`src/rtl/dmem_arb_pkg.sv`:
```
// Shared types and constants for the two-port data-memory arbiter.
// Build option: DMEM_ARB_RR_EN selects round-robin grant.
package dmem_arb_pkg;

  localparam int DMEM_ADDR_W = 8;
  localparam int DMEM_DATA_W = 32;
  localparam int DMEM_BE_W   = 4;

  typedef enum logic {
    PORT_CPU = 1'b0,
    PORT_DBG = 1'b1
  } port_e;

  typedef struct packed {
    logic                   we;
    logic [DMEM_BE_W-1:0]   be;
    logic [DMEM_ADDR_W-1:0] addr;
    logic [DMEM_DATA_W-1:0] wdata;
  } dmem_req_t;

  typedef struct packed {
    logic  pend;
    port_e port;
    logic  we;
  } rsp_tag_t;

  localparam dmem_req_t REQ_IDLE = '0;

  function automatic logic [DMEM_BE_W-1:0] write_strobes(
    input dmem_req_t req
  );
    return req.we ? req.be : '0;
  endfunction

endpackage

```
`src/rtl/dmem_arb_grant.sv`:
```
// One-hot grant for the two memory requesters.
// DMEM_ARB_RR_EN: strict round-robin; otherwise fixed priority with starvation guard.
module dmem_arb_grant
  import dmem_arb_pkg::*;
#(
  parameter int STARVE_LIMIT = 4,
  parameter int CNT_W        = 4
) (
  input  logic       clk,
  input  logic       rst_n,
  input  logic       v0,
  input  logic       v1,
  output logic [1:0] gnt
);

`ifdef DMEM_ARB_RR_EN

  port_e rr_ptr;
  logic  pick1;

  assign pick1 = v1 && (!v0 || rr_ptr == PORT_DBG);

  always_comb begin
    gnt    = 2'b00;
    gnt[1] = rst_n && pick1;
    gnt[0] = rst_n && v0 && !pick1;
  end

  // Whoever wins hands preference to the other port.
  always_ff @(posedge clk) begin
    if (!rst_n) begin
      rr_ptr <= PORT_CPU;
    end else if (gnt[0]) begin
      rr_ptr <= PORT_DBG;
    end else if (gnt[1]) begin
      rr_ptr <= PORT_CPU;
    end
  end

`else

  localparam logic [CNT_W-1:0] LIMIT = CNT_W'(STARVE_LIMIT);

  logic [CNT_W-1:0] starve_cnt;
  logic             starved;
  logic             pick1;

  assign starved = (starve_cnt == LIMIT);
  assign pick1   = v1 && (!v0 || starved);

  always_comb begin
    gnt    = 2'b00;
    gnt[1] = rst_n && pick1;
    gnt[0] = rst_n && v0 && !pick1;
  end

  always_ff @(posedge clk) begin
    if (!rst_n) begin
      starve_cnt <= '0;
    end else if (v1 && !gnt[1]) begin
      if (!starved) begin
        starve_cnt <= starve_cnt + 1'b1;
      end
    end else begin
      starve_cnt <= '0;
    end
  end

`endif

endmodule

```
`src/rtl/dmem_arbiter.sv`:
```
// Two-port arbiter in front of the single-port 256x32 data memory.
// DMEM_ARB_RR_EN switches the grant policy to round-robin.
module dmem_arbiter
  import dmem_arb_pkg::*;
#(
  parameter int STARVE_LIMIT = 4,
  parameter int CNT_W        = 4
) (
  input  logic                   clk,
  input  logic                   rst_n,
  input  logic                   p0_valid,
  output logic                   p0_ready,
  input  logic                   p0_we,
  input  logic [DMEM_BE_W-1:0]   p0_be,
  input  logic [DMEM_ADDR_W-1:0] p0_addr,
  input  logic [DMEM_DATA_W-1:0] p0_wdata,
  output logic                   p0_rsp_valid,
  output logic [DMEM_DATA_W-1:0] p0_rsp_rdata,
  input  logic                   p1_valid,
  output logic                   p1_ready,
  input  logic                   p1_we,
  input  logic [DMEM_BE_W-1:0]   p1_be,
  input  logic [DMEM_ADDR_W-1:0] p1_addr,
  input  logic [DMEM_DATA_W-1:0] p1_wdata,
  output logic                   p1_rsp_valid,
  output logic [DMEM_DATA_W-1:0] p1_rsp_rdata,
  output logic [DMEM_BE_W-1:0]   mem_writeb,
  output logic                   mem_read,
  output logic [DMEM_ADDR_W-1:0] mem_addr,
  output logic [DMEM_DATA_W-1:0] mem_wdata,
  input  logic [DMEM_DATA_W-1:0] mem_rdata
);

  logic [1:0] gnt;
  logic       accept;
  dmem_req_t  req0;
  dmem_req_t  req1;
  dmem_req_t  sel;
  rsp_tag_t   tag;
  logic       rsp_live;
  logic [DMEM_DATA_W-1:0] rsp_data;

  dmem_arb_grant #(
    .STARVE_LIMIT(STARVE_LIMIT),
    .CNT_W       (CNT_W)
  ) u_grant (
    .clk  (clk),
    .rst_n(rst_n),
    .v0   (p0_valid),
    .v1   (p1_valid),
    .gnt  (gnt)
  );

  assign p0_ready = gnt[0];
  assign p1_ready = gnt[1];
  assign accept   = |gnt;

  assign req0 = '{we: p0_we, be: p0_be,
                  addr: p0_addr, wdata: p0_wdata};
  assign req1 = '{we: p1_we, be: p1_be,
                  addr: p1_addr, wdata: p1_wdata};

  // Idle cycles drive an all-zero request onto the memory.
  always_comb begin
    sel = REQ_IDLE;
    unique case (1'b1)
      gnt[0]:  sel = req0;
      gnt[1]:  sel = req1;
      default: sel = REQ_IDLE;
    endcase
  end

  assign mem_addr   = sel.addr;
  assign mem_wdata  = sel.wdata;
  assign mem_writeb = write_strobes(sel);
  assign mem_read   = accept && !sel.we;

  always_ff @(posedge clk) begin
    if (!rst_n) begin
      tag <= '0;
    end else begin
      tag.pend <= accept;
      tag.port <= gnt[1] ? PORT_DBG : PORT_CPU;
      tag.we   <= sel.we;
    end
  end

  // A response left over from before reset must never surface.
  assign rsp_live = tag.pend && rst_n;
  assign rsp_data = tag.we ? '0 : mem_rdata;

  always_comb begin
    p0_rsp_valid = 1'b0;
    p1_rsp_valid = 1'b0;
    p0_rsp_rdata = '0;
    p1_rsp_rdata = '0;
    if (rsp_live) begin
      unique case (tag.port)
        PORT_CPU: begin
          p0_rsp_valid = 1'b1;
          p0_rsp_rdata = rsp_data;
        end
        PORT_DBG: begin
          p1_rsp_valid = 1'b1;
          p1_rsp_rdata = rsp_data;
        end
        default: ;
      endcase
    end
  end

endmodule

```
`config.mk`:
```
export PLATFORM = sky130hd
export DESIGN_NAME = dmem_arbiter
export DESIGN_NICKNAME = d
export VERILOG_FILES = /design/src/rtl/dmem_arb_pkg.sv /design/src/rtl/dmem_arb_grant.sv /design/src/rtl/dmem_arbiter.sv
export SDC_FILE = /design/constraint.sdc
export NUM_CORES = 1
export LEC_CHECK = 0
export ABC_AREA = 1
export ABC_CLOCK_PERIOD_IN_PS = 3600
export CAP_MARGIN = 20
export CORE_AREA = 2 2 93 95
export CTS_BUF_LIST = sky130_fd_sc_hd__clkbuf_2 sky130_fd_sc_hd__clkbuf_4 sky130_fd_sc_hd__clkbuf_8
export CTS_CLUSTER_DIAMETER = 150
export CTS_CLUSTER_SIZE = 14
export DETAILED_ROUTE_END_ITERATION = 8
export DIE_AREA = 0 0 95 97
export PLACE_DENSITY = 0.75
export SLEW_MARGIN = 40
export SYNTH_ARGS = -nofsm -noshare
export SYNTH_HDL_FRONTEND = slang
export SYNTH_SLANG_ARGS = --single-unit
```
`constraint.sdc`:
```
create_clock -name clk -period 3.6 [get_ports clk]
set_input_delay 0.72 -clock clk [delete_from_list [all_inputs] [get_ports clk]]
set_output_delay 0.72 -clock clk [all_outputs]
set_load 0.05 [all_outputs]
```
==> metrics.md, run 1 <==
| Metric | Value |
|---|---|
| Fmax | 0.3090 GHz |
| CP Class | primary input to output port |
| Multi-input gate area | 1059 sq um |
| Synthesized area | 1692 sq um |
| Vias | 2,689 |
| Initial core utilization | 0.2080 |
| Largest area contributor in the netlist | nand2_1 |
| Antenna Cells | 0 |
| Slew Limit Fails | 0 |
| Core Box Area | slightly above 8000 sq um |
| Final ANT Viol Nets | 0 |
| PD cells | 168.5 nW/um^2 |
| Clock tree buffer depth | 2 |
| Worst hold path class | flip-flop to flip-flop |
| Chip height | just under 100 microns |
| Gr busiest metal | met2 |
| Seq/Total Area, Yosys | 0.08284 |
| Total Routing Usage GR | 0.1783 |
| Synthesis-stage register bit count | 7 |
| Adder-cell share of the synthesized area | 0.01479 |
| Skew final | 0.003362 ns |
| CP Launch Type | primary input |
| CTS tree | built |
| Slew headroom | 0.5711 |
| Netlist cell types | 18 |
| Synth top area cells | nand2_1 (35%), buf_4 (18%), nor2_1 (16%) |
| Synth Net Count | 470 |
| Maximum fanout along the worst path | 41 |
| IO buf count | 238 |
| Synth top area share | 0.3506 |
| Setup TNS | 0 ns |
| Drt pass-1 iters | 4 |
| Global route total overflow | 0 |
| RSZ-0062 raised after global routing | false |
| # rows | 33 |
| Slew @ Worst Pin | 0.6433 ns |
| Placed Cells | 631 |
| Setup-failing EPs final | 0 |
| Power Total | 827.1 uW |
| CP Data Required Time | 2.88 ns |
| TritonCTS Buffers | 3 |
| Post-synthesis async set-or-reset flop share | 0 |
| CTS HTree Levels | 1 |
| Antenna violations before repair | 0 |
| Final worst-path cycle share | 0.8990 |
| Root Driver | clkbuf_8 |
| Synthesis-to-layout area growth | 190.2% |
| 1st-iter DRT viols | 55 |
| Largest net degree at the start of global routing | between 40 and 50 |
| Fin Hold WS | between 0.4 and 0.5 ns |
| Simple-gate share of the synthesized area | 0.5999 |
| Max-Cap Viols | 0 |
| # nets final | 659 |
| Most frequent cells after synthesis | nand2_1 (158), nor2_1 (72), buf_4 (40) |
| I/O pin count | 239 |
| Grt met2 use | 0.3579 |
| Synth Area in XOR/XNOR | 0.005178 |
| Post-CTS Resized | 0 |
| Fillers | 656 |
| Via/cell ratio | 4.235 |
| CTS Sinks | 7 |
| DIE AREA | 9215 sq um |
| Routed wire per std cell | around 13 microns |
| Postcts setup bufs | 0 |
| Element type at the critical path end | output port |
| Ys Warns | 0 |
| Post-Syn Instances | approximately 340 |
| Syn Area/Cell | 4.946 sq um |
| Post-synth top flop | dfxtp_1 |
| Count leader, synth | nand2_1 |
| Worst-path clk slew | 0.04 ns |
| Clk_lat worst skew | 0.23 ns |
| Largest family of logic cells by synthesized area | simple AND/OR/NAND/NOR gates |
| Met3 Resource Use GR | 0.05218 |
| Status | finished, final reports clean |
| # DRC | 0 |
| Seq. cell area | 140.1 sq um |
| GR Util met1 | 0.1768 |
| Leakage | 2.276 nW |
| Final Hold Fails | 0 |
| EDFF count, synth | 0 |
| DP HPWL | 7370 microns |
| Post-route minimum period | 3.236 ns |
| Peak VDD IR | 110.4 uV |
| First-pass GRT wire length | 13,190 microns |
| Layout cells sized above 1 | 0.2528 |
| Routability cong. | 0.8130 |
| Post-synthesis mux area share | 0 |
| Hold-fix buffers at CTS | 0 |
| Chip width | 95 microns |
| Vias in the first global route | 2,636 |
| Post-Route WL | 8531 microns |
| Crit path DAT | 2.52 ns |
| Post-route insts no fill | 635 |
| Synth Area in Compound Gates | 0.005917 |
==> sequential cells by signal, indices dropped and copies added (netlist names) <==
register / count
tag: 3
u_grant.starve_cnt: 4
==> stage by stage <==
step	worst slack (ns)	instance area [sq um]	utilization
final	0.3635	4910	0.6036
after global routing	0.2157	4910	0.6036
after CTS	0.3534	4910	0.6036
after detailed placement	0.3575	4861	0.5976
after global placement	0.4200	4861	0.5976
after floorplan	0.3177	1692	-
==> critical path: stages <==
cell,delay (ns)
clkdlybuf4s50_1,0.45
nand2_1,0.09
inv_1,0.12
nand2_2,0.11
clkinv_2,0.49
nand2_1,0.25
nand2_1,0.11
buf_12,0.16
==> where the power goes <==
group	switching (mW)	leakage [nW]	total (mW)	internal, mW
clock network	0.0333	0.0262	0.117	0.0841
logic	0.311	2.19	0.628	0.317
registers	0.00132	0.0573	0.0819	0.0806
total	0.345	2.28	0.827	0.482
==> cells in the final DEF, fill, tap and decap left out <==
| cell type | Yosys | final |
|---|---|---|
| buf_12 | 0 | 107 |
| dfxtp_1 | 7 | 7 |
| ha_1 | 2 | 2 |
| nand4_1 | 2 | 2 |
| clkbuf_4 | 0 | 1 |
| clkdlybuf4s50_1 | 0 | 127 |
| xnor2_1 | 1 | 1 |
| inv_2 | 1 | 3 |
| clkinv_2 | 1 | 1 |
| nand2_2 | 11 | 11 |
| inv_1 | 15 | 13 |
| nand2_1 | 158 | 158 |
| o21ai_0 | 1 | 1 |
| clkbuf_8 | 0 | 3 |
| a21oi_1 | 1 | 1 |
| nor2_1 | 72 | 72 |
| buf_4 | 40 | 7 |
| nand3_2 | 1 | 1 |
| nand3_1 | 12 | 12 |
==> layout make-up <==
| type | instances | share of cell area |
|---|---|---|
| well taps | 105 | 0.02676 |
| clock buffers | 4 | 0.009939 |
| flip-flops and latches | 7 | 0.02854 |
| multi-input cells | 261 | 0.2156 |
| inverters | 17 | 0.01325 |
| repair buffers | 241 | 0.7059 |
==> metal layers <==
layer | share of wire | up-vias
li1 | - | 1350
met1 | 0.33 | 1179
met2 | 0.55 | 154
met3 | 0.11 | 6
met4 | 0.012 | 0
met5 | 0 | -
==> final timing paths <==
path | start | to | slack (ns) | cells after the start
hold reg to reg | u_grant.starve_cnt[0] | u_grant.starve_cnt[0] | 0.46 | 1
hold / removal | u_grant.starve_cnt[0] | u_grant.starve_cnt[0] | 0.46 | 1
setup reg to reg | u_grant.starve_cnt[1] | tag[0] | 2.19 | 5
setup / recovery | rst_n | mem_addr[2] | 0.36 | 8
==> cells by family (layout without fill, tap and decap cells) <==
| kind of cell | count (synthesis) | count (layout) |
|---|---|---|
| buf+inv | 74 | 262 |
| xor+xnor | 1 | 1 |
| fa+ha+maj | 2 | 2 |
| flops | 7 | 7 |
| compound gates | 2 | 2 |
| simple gates | 256 | 256 |
No activity file was read; power rests on OpenSTA's default activity.
==> run 2, diff against run 1 <==
- CTS_CLUSTER_SIZE: 14 -> 10
==> results of run 2 <==
Final layout, timing and power as in run 1 (identical DEF).
==> run 3, diff against run 2 <==
- PLACE_DENSITY: 0.75 -> 0.68
==> run 3 against run 2 <==
Net effect: total power shrank 0.37%; largest cell class unchanged; final cell count grew 0.31%; combinational power shrank 0.8%.
==> metrics.md, run 3 (same netlist as run 1, synthesis figures left out) <==
| Metric | Value |
|---|---|
| Final worst-path cycle share | 0.8702 |
| Critical-path cell list | clkdlybuf4s50_1, nand2_1, inv_1, nand2_2, clkinv_2, buf_4, nand2_1, nand2_1, buf_12 |
| Chip width | 95 microns |
| Metal3 WL | between 900 and 1000 microns |
| Leakage | about 2.3 nW |
| Max reg flops | 4 |
| Most common library cell in the layout ignoring fill and taps | nand2_1 |
| Vias | 2,694 |
| Crit path DAT | 2.41 ns |
| Chip height | 97 microns |
| RSZ-0062 raised after global routing | false |
| Post-route setup slack | about 0.47 ns |
| DP HPWL | 7117 microns |
| Post-Route WL | 8086 microns |
| Clk_lat worst skew | 0.23 ns |
| DIE AREA | 9215 sq um |
| Via/cell ratio | 4.229 |
| Worst hold path class | flip-flop to flip-flop |
| Worst path slowest cell | clkdlybuf4s50_1 |
| Wl on met1 | 2510 microns |
| Biggest register | u_grant.starve_cnt |
| PD cells | 167.7 nW/um^2 |
| Hold-fix buffers at CTS | 0 |
| Dpl ws | about 0.44 ns |
| Largest net degree at the start of global routing | 42 |
| Final ANT Viol Nets | 0 |
| Setup-failing EPs final | 0 |
| Root Driver | clkbuf_8 |
| CP Class | primary input to output port |
| Max-Cap Viols | 0 |
| Worst-path clk slew | around 0.040 ns |
| Peak VDD IR | 103.2 uV |
| I/O pin count | 239 |
| Routability cong. | 0.8405 |
| Placed Cells | about 630 |
| First-pass GRT wire length | 12,430 microns |
| Clock tree buffer depth | 2 |
| Crit-path max cell delay | about 0.5 ns |
| Global route total overflow | 0 |
| Multi-input gate area | 1059 sq um |
| Slew headroom | 0.6342 |
| Fmax | between 0.3 and 0.4 GHz |
| Post-CTS Resized | 0 |
| Layout cells sized above 1 | 0.2538 |
| Commonest cells after routing, fill and taps aside | nand2_1 (158), clkdlybuf4s50_1 (127), buf_12 (106) |
| Slew @ Worst Pin | 0.5470 ns |
| Initial core utilization | 0.2080 |
| Worst path bufs/invs | 5 |
| Setup TNS | 0 ns |
| Post-route minimum period | between 3 and 4 ns |
| 1st-iter DRT viols | 47 |
| Fillers | 666 |
| Routed wire per std cell | 12.69 microns |
| TritonCTS Buffers | 3 |
| Slew Limit Fails | 0 |
| Total Routing Usage GR | 0.1669 |
| Post-route insts no fill | 637 |
| Critical path's top delay family | buffers and inverters |
| Drt pass-1 iters | 4 |
| Met2 WL | 4527 microns |
| Top Registers | u_grant.starve_cnt: 4 flops, tag: 3 flops |
| CP dominant cell by count | nand2_1 |
| CTS HTree Levels | 1 |
| CP Data Required Time | roughly 2.9 ns |
| # DRC | 0 |
| Antenna violations before repair | 0 |
| CTS tree | built |
| CTS Sinks | 7 |
| Skew final | 0.001129 ns |
| Top sig layer | met4 |
| Core Box Area | ~8100 sq um |
| Maximum fanout along the worst path | 41 |
| IO buf count | ~240 |
| Element type at the critical path end | output port |
| # nets final | 661 |
| Postcts setup bufs | 0 |
| Status | finished, final reports clean |
| Synthesis-to-layout area growth | 190.4% |
| # rows | 33 |
| Seq. cell area | ~140 sq um |
| Vias in the first global route | 2,686 |
| Final Hold Fails | 0 |
| CP Launch Type | primary input |
| Antenna Cells | 0 |
-- run 3: path summary, 6_finish.rpt --
check | from | to | slack (ns) | depth (start not counted)
setup / recovery | rst_n | mem_wdata[26] | 0.47 | 9
hold / removal | u_grant.starve_cnt[0] | u_grant.starve_cnt[0] | 0.46 | 1
setup reg to reg | u_grant.starve_cnt[1] | tag[0] | 2.27 | 5
hold reg to reg | u_grant.starve_cnt[0] | u_grant.starve_cnt[0] | 0.46 | 1
-- run 3: report_power, final --
| part | internal, mW | switching (mW) |
|---|---|---|
| registers | 0.0806 | 0.00129 |
| clock network | 0.0842 | 0.0347 |
| logic | 0.316 | 0.307 |
| total | 0.481 | 0.343 |
-- run 3: cell type report --
type / count / area share
Clock buffer: 4 / 0.009934
Multi-Input combinational cell: 261 / 0.2155
Tap cell: 105 / 0.02674
Timing Repair Buffer: 243 / 0.7061
Sequential cell: 7 / 0.02853
Inverter: 17 / 0.01325
-- run 3: per-layer routing --
layer / up-vias / global-route usage
li1: 1359 / -
met1: 1169 / 0.1469
met4: 0 / 0.03233
met5: - / 0
met2: 159 / 0.3508
met3: 7 / 0.05296
-- run 3: through the flow --
step / area (sq um) / power, mW / utilization / hold WS, ns
final: 4912 / 0.8240 / 0.6039 / 0.4552
after CTS: 4912 / 0.8310 / 0.6039 / 0.4598
after global routing: 4912 / 0.8643 / 0.6039 / 0.4793
after floorplan: 1692 / 0.3841 / - / 0.4297
after global placement: 4863 / 0.7055 / 0.5979 / 0.4436
after detailed placement: 4863 / 0.7098 / 0.5979 / 0.4495
